`src/rtl/axi_arb_pkg.sv`:
```
// Shared types and constants for the two-master AXI write/read transaction arbiter.
package axi_arb_pkg;

  localparam int unsigned NumMasters           = 2;
  localparam int unsigned IdxW                 = 1;
  localparam int unsigned TimeoutCyclesDefault = 1024;

  typedef enum logic [1:0] {W_IDLE, W_ADDR, W_RESP} w_state_e;
  typedef enum logic [1:0] {R_IDLE, R_ADDR, R_DATA} r_state_e;

  // One-hot grant to master index; all-zero maps to index 0.
  function automatic logic [IdxW-1:0] oh_to_idx(input logic [NumMasters-1:0] oh);
    logic [IdxW-1:0] idx;
    idx = '0;
    for (int i = 0; i < NumMasters; i++) begin
      if (oh[i]) idx = IdxW'(i);
    end
    return idx;
  endfunction

endpackage

```
`src/rtl/arb_rr_pick.sv`:
```
// Combinational round-robin pick: the first requester after the last winner wins.
module arb_rr_pick
  import axi_arb_pkg::*;
(
  input  logic [NumMasters-1:0] req_i,
  input  logic [IdxW-1:0]       last_i,
  output logic [NumMasters-1:0] winner_o
);

  int unsigned idx;

  // Scan from farthest to nearest offset so the nearest requester overrides.
  always_comb begin
    winner_o = '0;
    idx      = 0;
    for (int unsigned k = NumMasters; k >= 1; k--) begin
      idx = (32'(last_i) + k) % NumMasters;
      if (req_i[idx]) begin
        winner_o      = '0;
        winner_o[idx] = 1'b1;
      end
    end
  end

endmodule

```
`src/rtl/axi_txn_arbiter.sv`:
```
// Independent write/read transaction arbiters for two AXI masters sharing one slave.
// Optional forced-release timeout is enabled by defining AXI_ARB_TIMEOUT_EN.
module axi_txn_arbiter
  import axi_arb_pkg::*;
#(
  parameter int unsigned TIMEOUT_CYCLES = TimeoutCyclesDefault
) (
  input  logic                  aclk,
  input  logic                  rst_n,
  input  logic [NumMasters-1:0] m_awvalid,
  input  logic [NumMasters-1:0] m_wvalid,
  input  logic [NumMasters-1:0] m_bready,
  input  logic                  s_awready,
  input  logic                  s_wready,
  input  logic                  s_bvalid,
  input  logic [NumMasters-1:0] m_arvalid,
  input  logic [NumMasters-1:0] m_rready,
  input  logic                  s_arready,
  input  logic                  s_rvalid,
  output logic [NumMasters-1:0] grant_w,
  output logic [NumMasters-1:0] grant_r,
  output logic                  timeout_err_w,
  output logic                  timeout_err_r
);

  if (TIMEOUT_CYCLES < 2) begin : g_bad_timeout
    $error("TIMEOUT_CYCLES must be at least 2");
  end

  w_state_e              w_state_q, w_state_d;
  r_state_e              r_state_q, r_state_d;
  logic [NumMasters-1:0] grant_w_q, grant_w_d, grant_r_q, grant_r_d;
  logic [IdxW-1:0]       last_w_q, last_w_d, last_r_q, last_r_d;
  logic                  aw_done_q, aw_done_d, wd_done_q, wd_done_d;
  logic [NumMasters-1:0] pick_w, pick_r;
  logic                  aw_hs, wd_hs, b_hs, ar_hs, r_hs;
  logic                  to_w, to_r;

  arb_rr_pick u_pick_w (.req_i(m_awvalid), .last_i(last_w_q), .winner_o(pick_w));
  arb_rr_pick u_pick_r (.req_i(m_arvalid), .last_i(last_r_q), .winner_o(pick_r));

  // Only the granted master's handshakes count.
  assign aw_hs = (|(m_awvalid & grant_w_q)) & s_awready;
  assign wd_hs = (|(m_wvalid & grant_w_q)) & s_wready;
  assign b_hs  = (|(m_bready & grant_w_q)) & s_bvalid;
  assign ar_hs = (|(m_arvalid & grant_r_q)) & s_arready;
  assign r_hs  = (|(m_rready & grant_r_q)) & s_rvalid;

`ifdef AXI_ARB_TIMEOUT_EN
  localparam int unsigned CntW = $clog2(TIMEOUT_CYCLES);
  localparam logic [CntW-1:0] CntMax = CntW'(TIMEOUT_CYCLES - 1);

  logic [CntW-1:0] cnt_w_q, cnt_w_d, cnt_r_q, cnt_r_d;

  // Counters sit at zero in IDLE and count every busy cycle.
  always_comb begin
    cnt_w_d = (w_state_q == W_IDLE) ? '0 : cnt_w_q + 1'b1;
    cnt_r_d = (r_state_q == R_IDLE) ? '0 : cnt_r_q + 1'b1;
  end

  // Timeout counter registers.
  always_ff @(posedge aclk or negedge rst_n) begin
    if (!rst_n) begin
      cnt_w_q <= '0;
      cnt_r_q <= '0;
    end else begin
      cnt_w_q <= cnt_w_d;
      cnt_r_q <= cnt_r_d;
    end
  end

  // A completing handshake on the last allowed cycle still wins over the timeout.
  assign to_w = (w_state_q != W_IDLE) && (cnt_w_q == CntMax) && !((w_state_q == W_RESP) && b_hs);
  assign to_r = (r_state_q != R_IDLE) && (cnt_r_q == CntMax) && !((r_state_q == R_DATA) && r_hs);
`else
  assign to_w = 1'b0;
  assign to_r = 1'b0;
`endif

  assign timeout_err_w = to_w;
  assign timeout_err_r = to_r;
  assign grant_w       = grant_w_q;
  assign grant_r       = grant_r_q;

  // Write FSM next state: grant on request, track AW/W separately, release on B.
  always_comb begin
    w_state_d = w_state_q;
    grant_w_d = grant_w_q;
    last_w_d  = last_w_q;
    aw_done_d = aw_done_q;
    wd_done_d = wd_done_q;
    unique case (w_state_q)
      W_IDLE: begin
        if (|m_awvalid) begin
          w_state_d = W_ADDR;
          grant_w_d = pick_w;
          aw_done_d = 1'b0;
          wd_done_d = 1'b0;
        end
      end
      W_ADDR: begin
        aw_done_d = aw_done_q | aw_hs;
        wd_done_d = wd_done_q | wd_hs;
        if (aw_done_d && wd_done_d) begin
          w_state_d = W_RESP;
          aw_done_d = 1'b0;
          wd_done_d = 1'b0;
        end
      end
      W_RESP: begin
        if (b_hs) begin
          w_state_d = W_IDLE;
          grant_w_d = '0;
          last_w_d  = oh_to_idx(grant_w_q);
        end
      end
      default: begin
        w_state_d = W_IDLE;
        grant_w_d = '0;
      end
    endcase
    if (to_w) begin
      w_state_d = W_IDLE;
      grant_w_d = '0;
      last_w_d  = oh_to_idx(grant_w_q);
      aw_done_d = 1'b0;
      wd_done_d = 1'b0;
    end
  end

  // Read FSM next state: grant on request, AR then one R beat, release.
  always_comb begin
    r_state_d = r_state_q;
    grant_r_d = grant_r_q;
    last_r_d  = last_r_q;
    unique case (r_state_q)
      R_IDLE: begin
        if (|m_arvalid) begin
          r_state_d = R_ADDR;
          grant_r_d = pick_r;
        end
      end
      R_ADDR: begin
        if (ar_hs) r_state_d = R_DATA;
      end
      R_DATA: begin
        if (r_hs) begin
          r_state_d = R_IDLE;
          grant_r_d = '0;
          last_r_d  = oh_to_idx(grant_r_q);
        end
      end
      default: begin
        r_state_d = R_IDLE;
        grant_r_d = '0;
      end
    endcase
    if (to_r) begin
      r_state_d = R_IDLE;
      grant_r_d = '0;
      last_r_d  = oh_to_idx(grant_r_q);
    end
  end

  // State registers; last winner resets to the highest index so master 0 wins first.
  always_ff @(posedge aclk or negedge rst_n) begin
    if (!rst_n) begin
      w_state_q <= W_IDLE;
      r_state_q <= R_IDLE;
      grant_w_q <= '0;
      grant_r_q <= '0;
      last_w_q  <= IdxW'(NumMasters - 1);
      last_r_q  <= IdxW'(NumMasters - 1);
      aw_done_q <= 1'b0;
      wd_done_q <= 1'b0;
    end else begin
      w_state_q <= w_state_d;
      r_state_q <= r_state_d;
      grant_w_q <= grant_w_d;
      grant_r_q <= grant_r_d;
      last_w_q  <= last_w_d;
      last_r_q  <= last_r_d;
      aw_done_q <= aw_done_d;
      wd_done_q <= wd_done_d;
    end
  end

endmodule

```
`config.mk`:
```
export PLATFORM = sky130hd
export DESIGN_NAME = axi_txn_arbiter
export DESIGN_NICKNAME = d
export VERILOG_FILES = /design/src/rtl/axi_arb_pkg.sv /design/src/rtl/arb_rr_pick.sv /design/src/rtl/axi_txn_arbiter.sv
export SDC_FILE = /design/constraint.sdc
export NUM_CORES = 1
export LEC_CHECK = 0
export BUFFER_PORTS_ARGS = -buffer_cell sky130_fd_sc_hd__buf_4
export CAP_MARGIN = 5
export CORE_MARGIN = 10
export CORE_UTILIZATION = 45
export CTS_BUF_LIST = sky130_fd_sc_hd__clkbuf_2 sky130_fd_sc_hd__clkbuf_4 sky130_fd_sc_hd__clkbuf_8
export DETAILED_ROUTE_END_ITERATION = 6
export HOLD_SLACK_MARGIN = 0.08
export PLACE_DENSITY = 0.77
export SYNTH_ARGS = -nofsm -noshare
export SYNTH_HDL_FRONTEND = slang
export SYNTH_SLANG_ARGS = --single-unit
```
`constraint.sdc`:
```
create_clock -name aclk -period 1.9 [get_ports aclk]
set_clock_uncertainty 0.05 [all_clocks]
set_input_delay 0.285 -clock aclk [delete_from_list [all_inputs] [get_ports aclk]]
set_output_delay 0.285 -clock aclk [all_outputs]
set_load 0.1 [all_outputs]
```
# After elaboration in Yosys (flattened, before gate mapping)
# Cells that the tools add are included.
# word_totals
output_inout_bits	6
in_bits	17
register_bits	12
elab_cells	105
# op_classes
n_mux	39
reduce_logical	22
add_sub_neg	4
n_lt_le_gt_ge	8
n_eq_ne	10
bitwise_logic	14
# ops
op	count
$mux W2	12
$pmux W2 S3	4
$mux W1	17
$reduce_or A2 Y1	7
$ne A2 B2 Y1 const B	6
$reduce_and A3 Y1	4
$and A2 B2 Y2	5
$lt A1 B2 Y1 const B	4
$reduce_and A2 Y1	3
$and A1 B1 Y1	5
$logic_and A1 B1 Y1	5
$add A1 B1 Y1 const B	4
$demux W1 S1	4
$eq A2 B1 Y1 const B	2
$eq A2 B2 Y1 const B	2
$ge A1 B1 Y1 const B	4
$logic_not A2 Y1	2
$pmux W1 S2	2
$not A1 Y1	2
$or A1 B1 Y1	2
$reduce_bool A2 Y1	1

# Logic depth before layout (Yosys ltp)
# depth
depth_word	9
ltp_mapped	4
depth_no_buf	4

# By module
# Synthesis repeated with hierarchy kept, for this count alone.
# unflattened
cells_unflattened	70
area_unflattened_um2	701.9
# modules_own_cells
mod	cells_per_inst	area_per_inst_um2	n_inst	seq_area_each_um2
axi_txn_arbiter	64	664.4	1	302.8
arb_rr_pick	3	18.8	2	0.0

# Worst setup path after synthesis
# Ideal clock, no wire load.
# synth_timing
path_type	reg2reg
from	register grant_w_q[0] (netlist: grant_w[0])
to	register last_w_q
t_required_ns	1.764
t_arrival_ns	1.808
slack_ns	-0.044
stages_incl_launch_ff	5
path_buffers	0
synth_period_minus_slack_ns	1.944
setup_time_ns	0.086
cell_sequence	dfrtp_1 > a22o_1 > nand2_2 > nor3b_2 > mux2_1
# synth_between
elab_chain_len	4
# synth_rtl
element	line	text
from (decl)	axi_txn_arbiter.sv:32	logic [NumMasters-1:0] grant_w_q, grant_w_d, grant_r_q, grant_r_d;
from (signal assigned)	axi_txn_arbiter.sv:179	grant_w_q <= grant_w_d;
$and A2 B2 Y2	axi_txn_arbiter.sv:45	assign b_hs = (|(m_bready & grant_w_q)) & s_bvalid;
$reduce_or A2 Y1	axi_txn_arbiter.sv:45	
$and A1 B1 Y1	axi_txn_arbiter.sv:45	
$reduce_and A2 Y1 (no line)	--	
to (signal assigned)	axi_txn_arbiter.sv:172	last_w_q <= IdxW'(NumMasters - 1);
to (signal assigned)	axi_txn_arbiter.sv:181	last_w_q <= last_w_d;
to (decl)	axi_txn_arbiter.sv:33	logic [IdxW-1:0] last_w_q, last_w_d, last_r_q, last_r_d;
# No other way between the ends.
# A chain may end at the register's enable or synchronous reset.

# Final worst setup path
# layout_timing
from	register grant_r_q[1] (netlist: grant_r[1])
to	output port grant_r[1]
# layout_rtl
element	line	text
from (decl)	axi_txn_arbiter.sv:32	
from (signal assigned)	axi_txn_arbiter.sv:180	grant_r_q <= grant_r_d;
to (decl)	axi_txn_arbiter.sv:21	output logic [NumMasters-1:0] grant_r,
# No word-level cell between the ends.

==> impl_metrics.yaml <==
worst_setup_path:
  cp_cell_sequence: "buf_4"
  cp.required_ns: 1.56
  crit_family: "flip-flops"
  crit_path_start_kind: "flop"
  path_max_fanout: 6
  cp_num_buf_inv: 1
  crit_type: "reg2out"
  worstPathArrival_ns: 1.05
  cp_slowest_cell: "dfrtp_1"
  endpoint_kind: "output port"
  max_stage_delay_ns: 0.45
routing:
  via_count: 581
  ant_nets: 0
  drc: 0
  vias_per_cell: 5.430
  wire_per_inst_um: 13.93
  wirelength_um: 1490
  dr.pass1.iters: 2
  drt_iter0_markers: 11
final_layout:
  nNetsFinal: 110
  ff_latch_area_sq_um: 305.3
  num_antenna_cells: 0
  multi_input_area_sq_um: 340.3
  area_delta_synth_final_pct: 29.68
  n_fill_cell: 126
  drive_gt1_share_pct: 39.13
pwr:
  power_switching_share_pct: 50.58
  internal_power_uw: 734.1
  powerDensity_nw_per_um2: 1731
  p_seq_share_pct: 36.0
  peakVddDrop_mv: 0.9223
  p_switching_uw: 751.4
  finalPower_uw: 1486
  power_frac_clock_pct: 11.8
  p_leak_uw: 0.0003722
  p_comb_share_pct: 52.2
grt:
  grt_pass1_wl_um: 2525
  grt_util_met2_pct: 15.02
  use_met3_pct: 5.365
  antenna_found_initial: 0
  grt_pass1_vias: 589
  grt_overflow: 0
  top_usage_layer: "met2"
  grt_use_total_pct: 9.003
  grt_max_degree: 13
  grt_use_met1_pct: 9.726
cts:
  numCtsBuffers: 3
  clock_latency_ns: 0.27
  clock_path_buffers: 2
  cts-htree-levels: 1
  path_clk_slew_ns: 0.08
  cts_tree: "yes"
  cts_sinks: 12
  cts_root_buf: "clkbuf_4"
timing:
  setup_viol: 0
  fin_setup_tns_ns: 0
  hold_viol: 0
  drv_slew: 0
  max_freq_mhz: 721.7
  hold_ws_ns: 0.2440
  rsz0062_at_grt: "no"
  setup_slack_ns: 0.5144
  fin_crit_ns: 1.386
  period_share_pct: 72.92
synthesis:
  synth_cells: 69
  yosys_warnings: 0
  synth-seq-cells: 12
  synth_top_area_share_pct: 37.81
  synth_area_sq_um: 661.9
  synth_area_leaders: "dfrtp_1 38%, dfstp_2 7.9%, a21oi_1 3.8%"
  synth_cell_types: 29
  avgSynthCellArea_sq_um: 9.593
  yosysTopAreaCell: "dfrtp_1"
  yosysSeqAreaShare_pct: 45.75
die:
  die_w_um: 58.35
  ioPinCount: 23
  initial_core_util_pct: 49.03
  die_h_um: 58.35
  core_sq_um: 1350
  fp-row-count: 13
  dieArea_sq_um: 3405
status:
  outcome: "completed"
hold_path:
  min_path_type: "in2reg"
run:
  maxCapViolations: 0
place:
  place_ws_ns: 0.6032
  place_congestion: 0.8192
  io_buffer_count: 20
  place_hpwl_um: 1208
## cell usage after synthesis
library cell and instances:
dfrtp_1 10, a21oi_1 5, nand2_1 5, nand2b_1 4, nor2_1 4, nor2b_1 4
o21ai_0 4, nor3_1 3, a21oi_2 2, a22o_1 2, a22o_2 2, a22oi_1 2
buf_4 2, dfstp_2 2, nand3_1 2, o22ai_1 2, o32ai_1 2, a211oi_1 1
clkbuf_1 1, conb_1 1, inv_1 1, mux2_1 1, mux2_2 1, mux2i_1 1
nand2_2 1, nand3b_1 1, nor3b_2 1, or2_1 1, or2_2 1
## timing repair
item	in CTS	in global routing
setup buffers	0	0
hold buffers	1	0
hold endpoints to repair	12	0
resized for setup	0	0
## cell families after synthesis
kind of cell / Yosys count / share of synthesized area, %
other: 1 / 0.5666
AND/OR/NAND/NOR: 27 / 22.31
multiplexers: 3 / 4.915
flip-flops: 12 / 45.75
buffers and inverters: 4 / 3.401
AO/OA/AOI/OAI: 22 / 23.06
## layer usage
metal	wire, um	vias to the layer above
met5	0	-
met4	0	0
met3	110	0
met2	752	12
met1	626	276
li1	-	293
## cell usage in the layout, fill, tap and decap left out, drive strengths merged, types with 3 or more instances in the layout
master  count
nor3        3
a21oi       7
buf        20
nand2       6
dfrtp      10
o21ai       4
nand2b      4
nor2        4
nor2b       4
a22o        4
clkbuf      4
## metrics by stage
stage	util (%)	area (sq um)	std cells
floorplan	-	668.1	70
global placement	60.61	818.3	102
detailed placement	60.61	818.3	102
CTS	63.58	858.3	107
global route	63.58	858.3	107
finish	63.58	858.3	107
## power by group through the flow
| stage | Sequential (uW) | Clock [uW] | Combinational (uW) |
|---|---|---|---|
| 3_5_place_dp | 538 | 0 | 776 |
| 4_1_cts | 532 | 180 | 781 |
| 2_1_floorplan | 783 | 0 | 342 |
| 6_report | 535 | 175 | 775 |
| 3_3_place_gp | 529 | 0 | 770 |
| 5_1_grt | 555 | 195 | 830 |
## sequential cells by signal (all words and copies together) (netlist names)
name       count
grant_r        2
grant_w        2
r_state_q      2
w_state_q      2
aw_done_q      1
last_r_q       1
last_w_q       1
wd_done_q      1
## area by class of cell
| cell class | instances | area share, % |
|---|---|---|
| well taps | 15 | 2.187 |
| flip-flops and latches | 12 | 35.57 |
| clock buffers | 4 | 3.499 |
| multi-input cells | 54 | 39.65 |
| repair buffers | 21 | 18.66 |
| inverters | 1 | 0.4373 |
## final timing paths
check / startpoint / endpoint / slack (ns) / depth (start not counted)
min in group asynchronous: rst_n / grant_r[1] / 0.33 / 2
setup / recovery: grant_r[1] / grant_r[1] / 0.51 / 1
setup reg to reg: grant_r[1] / grant_r[0] / 0.60 / 4
max in group asynchronous: rst_n / last_r_q / 1.24 / 2
hold reg to reg: wd_done_q / wd_done_q / 0.51 / 2
hold / removal: s_wready / wd_done_q / 0.24 / 3
## worst reg2reg max path, stage by stage, from the launching register on
cell and delay (ns):
dfrtp_1 0.45, a22oi_1 0.20, nor2b_1 0.09, or2_2 0.32
o32ai_1 0.11
No activity file was read; power rests on OpenSTA's default activity.
